**config.mk**
```make
export PLATFORM = sky130hd
export DESIGN_NAME = mux61_stream_ctrl
export DESIGN_NICKNAME = d
export VERILOG_FILES = /design/src/rtl/mux61_stream_ctrl.sv
export SDC_FILE = /design/constraint.sdc
export NUM_CORES = 1
export LEC_CHECK = 0
export CORE_AREA = 2 2 155 157
export DETAILED_ROUTE_END_ITERATION = 8
export DIE_AREA = 0 0 157 159
export PLACE_DENSITY = 0.72
export SETUP_SLACK_MARGIN = 0.05
export SLEW_MARGIN = 5
export SYNTH_ARGS = -nofsm -noshare
export SYNTH_HDL_FRONTEND = slang
export SYNTH_SLANG_ARGS = --single-unit
```
**constraint.sdc**
```tcl
create_clock -name clk -period 3.33 [get_ports clk]
set_input_delay 0.4995 -clock clk [delete_from_list [all_inputs] [get_ports clk]]
set_output_delay 0.4995 -clock clk [all_outputs]
set_load 0.01 [all_outputs]
```
**src/rtl/mux61_stream_ctrl.sv**
```systemverilog
// Operand stager and select sequencer for the 32-bit 6:1 operand mux.
// One load captures six words; sel then steps once per accepted output transfer.
module mux61_stream_ctrl #(
  parameter int         WIDTH    = 32,
  parameter int         MAXW     = 6,
  parameter logic [2:0] IDLE_SEL = 3'b111
) (
  input  logic             clk,
  input  logic             rst,
  input  logic             ld_valid,
  output logic             ld_ready,
  input  logic [WIDTH-1:0] ld_a,
  input  logic [WIDTH-1:0] ld_b,
  input  logic [WIDTH-1:0] ld_c,
  input  logic [WIDTH-1:0] ld_d,
  input  logic [WIDTH-1:0] ld_e,
  input  logic [WIDTH-1:0] ld_f,
  input  logic [2:0]       ld_cnt,
  output logic [WIDTH-1:0] a,
  output logic [WIDTH-1:0] b,
  output logic [WIDTH-1:0] c,
  output logic [WIDTH-1:0] d,
  output logic [WIDTH-1:0] e,
  output logic [WIDTH-1:0] f,
  output logic [2:0]       sel,
  output logic             out_valid,
  input  logic             out_ready,
  output logic             last,
  output logic             done
);

  // state  | meaning
  // IDLE   | ld_ready high, sel parked at IDLE_SEL, waiting for a load
  // STREAM | operands held, sel walks 0..cnt-1 one word per transfer
  typedef enum logic {IDLE, STREAM} state_t;

  localparam logic [2:0] MAXW3 = 3'(MAXW);

  state_t     state;
  logic [2:0] cnt;
  logic [2:0] cnt_n;
  logic [2:0] sel_inc;

  // A count of 0 or anything past the slot count means "all slots".
  assign cnt_n   = (ld_cnt == 3'd0 || ld_cnt > MAXW3) ? MAXW3 : ld_cnt;
  assign sel_inc = sel + 3'd1;

  always_ff @(posedge clk) begin
    if (rst) begin
      state     <= IDLE;
      cnt       <= MAXW3;
      sel       <= IDLE_SEL;
      out_valid <= 1'b0;
      last      <= 1'b0;
      done      <= 1'b0;
      ld_ready  <= 1'b1;
      a         <= '0;
      b         <= '0;
      c         <= '0;
      d         <= '0;
      e         <= '0;
      f         <= '0;
    end else begin
      done <= 1'b0;
      case (state)
        IDLE: begin
          if (ld_valid && ld_ready) begin
            a         <= ld_a;
            b         <= ld_b;
            c         <= ld_c;
            d         <= ld_d;
            e         <= ld_e;
            f         <= ld_f;
            cnt       <= cnt_n;
            sel       <= 3'd0;
            out_valid <= 1'b1;
            last      <= (cnt_n == 3'd1);
            ld_ready  <= 1'b0;
            state     <= STREAM;
          end
        end
        STREAM: begin
          if (out_valid && out_ready) begin
            if (last) begin
              sel       <= IDLE_SEL;
              out_valid <= 1'b0;
              last      <= 1'b0;
              done      <= 1'b1;
              ld_ready  <= 1'b1;
              state     <= IDLE;
            end else begin
              sel  <= sel_inc;
              last <= (sel_inc == cnt - 3'd1);
            end
          end
        end
        default: state <= IDLE;
      endcase
    end
  end

endmodule

```
==> qor.log <==
[routing] average routed wire per standard cell 14.6 um
[floorplan] die boundary height 159 um
[clock_tree] clock root buffer sky130_fd_sc_hd__clkbuf_16
[routing] number of vias per cell after detailed routing 4.53
[routing] DRT Pass-1 Iters 4
[floorplan] Std-Cell Rows 56
[global_routing] global-route wire length before repair 35.2 mm
[place] area after detailed placement 11300 um2
[timing] worst clock skew 0.00687 ns
[critical_path] Setup crit end kind output port
[critical_path] CP Data Arrival Time 1.62 ns
[critical_path] Top Family by Delay on Critical Path buffers and inverters
[global_routing] pin count of the biggest net entering global routing 101
[status] outcome completed
[floorplan] core region area 23200 um2
[clock_tree] hold-fix buffer count after cts 0
[min_path] kind of path behind the tightest hold check reg -> reg
[synth] share of synthesized area occupied by flip-flops and latches 0.568
[finish] post-layout net count 1458
[timing] max frequency 472 MHz
[routing] total DRC errors in the routed layout 0
[place] number of port buffers 397
[global_routing] global-route usage over all layers 0.173
[critical_path] worst path bufs/invs 1
[timing] Final period util 0.636
[clock_tree] worst skew pair latency 0.50 ns
[synth] Yosys warning count 0
[clock_tree] post-CTS setup-driven buffer insertion count 0
[global_routing] remaining global-route overflow 0
[critical_path] cell depth of the worst flop-to-flop path 4
[floorplan] width of the die 157 um
[timing] unrepaired setup endpoints after global routing false
[finish] ANT cells 0
[synth] synthesis-stage register bit count 203
[floorplan] initial core utilization 0.309
[critical_path] minimum setup slack among reg-to-reg paths 1.51 ns
[floorplan] die area 25000 um2
[critical_path] cells along the critical path clkdlybuf4s50_1
[timing] final count of negative-setup-slack endpoints 0
[clock_tree] CTS tree yes
[synth] synthesized net count 1097
[routing] count of antenna-violating nets left after detailed routing 0
[min_path] HP Start f[0]
[routing] via count 7216
[critical_path] largest fanout on the critical path 10
[timing] setup TNS 0 ns
[min_path] Hold Path Cell Cnt 2
[power] leakage power summed over all cells 4.39 nW
[place] routability congestion estimate 0.777
[clock_tree] total number of clock tree sinks 203
[synth] area share of the largest cell type after synthesis 0.568
[timing] slew at the pin closest to its max-slew limit 0.793 ns
[critical_path] endpoint of the worst-slack reg-to-reg timing path f[1]
[critical_path] critical path's slowest cell sky130_fd_sc_hd__clkdlybuf4s50_1
[critical_path] launch instance of the worst register-to-register path state
[timing] min Tclk post-route 2.12 ns
[synth] count of mapped cells out of synthesis 896
[timing] number of pins with negative max-slew slack in the final report 0
[place] half-perimeter wire length of the detailed placement result 15.9 mm
[floorplan] ports placed on the boundary 398
[clock_tree] htree depth 1
[critical_path] startpoint types flop
[synth] dominant cell type by area after synthesis sky130_fd_sc_hd__dfxtp_1
[timing] Min Hold Slack 0.450 ns
[power] power per standard cell area 527 nW/um2
[timing] count of final hold-check violations 0
[global_routing] vias in the first global route 6814
[critical_path] required time at the worst-slack endpoint 2.83 ns
[min_path] hold worst-path end f[0]
[synth] mapped cell area 7160 um2
[clock_tree] Inserted Clock Buffers 23
[clock_tree] register clock-pin slew on the reported worst setup and hold paths 0.06 ns
[power] peak supply drop 367 uV
[flow_run] max-cap violations 0
[clock_tree] clk buf depth 3
[synth] synthesized area per cell 7.99 um2
[critical_path] largest stage delay on the critical path 0.62 ns
[finish] count of filler cells inserted in the layout 2129
[routing] first-iteration detailed-routing DRC count 542
[finish] area growth from synthesis to final layout 67.9%
[finish] share of cells above drive strength 1 0.0353
[critical_path] critical path start-end classification reg -> out
[finish] core utilization of the finished layout 0.518
[global_routing] number of antenna violations at the first check in global routing 0
[synth] ranking of synthesized cells by area sky130_fd_sc_hd__dfxtp_1 57%, sky130_fd_sc_hd__nand2_1 20%, sky130_fd_sc_hd__a21oi_1 14%
[clock_tree] post-cts gate resize count 0
[routing] total wire length 23.2 mm
[finish] cell area after layout 12000 um2
[timing] tightest slew margin relative to the limit 0.472
[synth] Synth cell types 27
through the flow:
step | setup WS [ns] | cells | power, W
2_1_floorplan | 1.96 | 896 | 0.00326
3_3_place_gp | 0.975 | 1551 | 0.00392
3_5_place_dp | 0.964 | 1551 | 0.00394
4_1_cts | 1.18 | 1592 | 0.00642
5_1_grt | 1.15 | 1592 | 0.00662
6_report | 1.21 | 1592 | 0.00634
cell usage in the layout, fill, tap and decap left out, types with 2 or more instances in the layout:
master and count:
sky130_fd_sc_hd__nand3b_1 3, sky130_fd_sc_hd__clkbuf_16 23, sky130_fd_sc_hd__nand3_1 4, sky130_fd_sc_hd__xnor2_1 2, sky130_fd_sc_hd__o21ai_0 3, sky130_fd_sc_hd__ha_1 2
sky130_fd_sc_hd__dfxtp_1 203, sky130_fd_sc_hd__clkbuf_8 6, sky130_fd_sc_hd__inv_1 2, sky130_fd_sc_hd__nand2_1 389, sky130_fd_sc_hd__clkdlybuf4s50_1 396, sky130_fd_sc_hd__o21bai_1 2
sky130_fd_sc_hd__buf_12 5, sky130_fd_sc_hd__clkinv_2 3, sky130_fd_sc_hd__nor2_1 5, sky130_fd_sc_hd__nor3_1 2, sky130_fd_sc_hd__xor2_1 3, sky130_fd_sc_hd__a21oi_1 197
sky130_fd_sc_hd__buf_4 2, sky130_fd_sc_hd__nor4b_1 2, sky130_fd_sc_hd__clkbuf_1 7
Yosys cell counts, drive strengths merged:
library cell,instances
nor4b,2
and3b,2
clkbuf,23
nand3b,4
nand3,4
a221o,1
a21oi,197
o21ai,3
nand2b,1
o21bai,2
ha,2
nor2,5
nor3,2
buf,45
a211oi,1
or2,1
xnor2,2
and3,1
inv,2
a41oi,1
nand2,389
xor2,3
dfxtp,203
how the worst max path moves through the flow:
stage             start    end  slack, ns  cells past startpoint
2_1_floorplan       rst   b[0]       1.96                      4
3_3_place_gp   ld_valid  b[18]       0.97                      5
3_5_place_dp   ld_valid  b[16]       0.96                      5
4_1_cts            last   last       1.18                      1
5_1_grt            last   last       1.15                      1
6_report           last   last       1.21                      1
per-layer routing:
layer | GRT usage | vias to the layer above | part of all wire
met2 | 0.310 | 314 | 0.48
met5 | 0 | - | 0
met3 | 0.0591 | 46 | 0.10
met4 | 0.0525 | 0 | 0.025
li1 | - | 3598 | -
met1 | 0.191 | 3258 | 0.39
cell families (layout without fill, tap and decap cells):
group	Yosys count	count (layout)	synth area share
flops	203	203	0.568
fa+ha+maj	2	2	0.00350
compound gates	205	205	0.146
simple gates	411	411	0.223
xor+xnor	5	5	0.00612
buf+inv	70	447	0.0540
flip-flops by register name, summed over array words and instances (netlist names), 3 cells and up:
name / cells
a: 32
b: 32
c: 32
cnt: 3
d: 32
e: 32
f: 32
sel: 3
cell type report:
type,count,area [um2],area share
repair buffers,404,4090,0.340
well taps,319,399,0.0332
inverters,2,7.51,0.000625
clock inverters,5,52.6,0.00437
multi-input cells,623,2720,0.226
clock buffers,36,684,0.0569
flip-flops and latches,203,4060,0.338
report_power, final:
| group | switching (W) | leakage [nW] | internal [W] | total [W] |
|---|---|---|---|---|
| Sequential | 0.0000970 | 1.66 | 0.00261 | 0.00271 |
| Clock | 0.000979 | 0.361 | 0.00148 | 0.00246 |
| Combinational | 0.000534 | 2.37 | 0.000638 | 0.00117 |
| Total | 0.00161 | 4.39 | 0.00473 | 0.00634 |
Note: power is estimated with default switching activity, not from simulation.
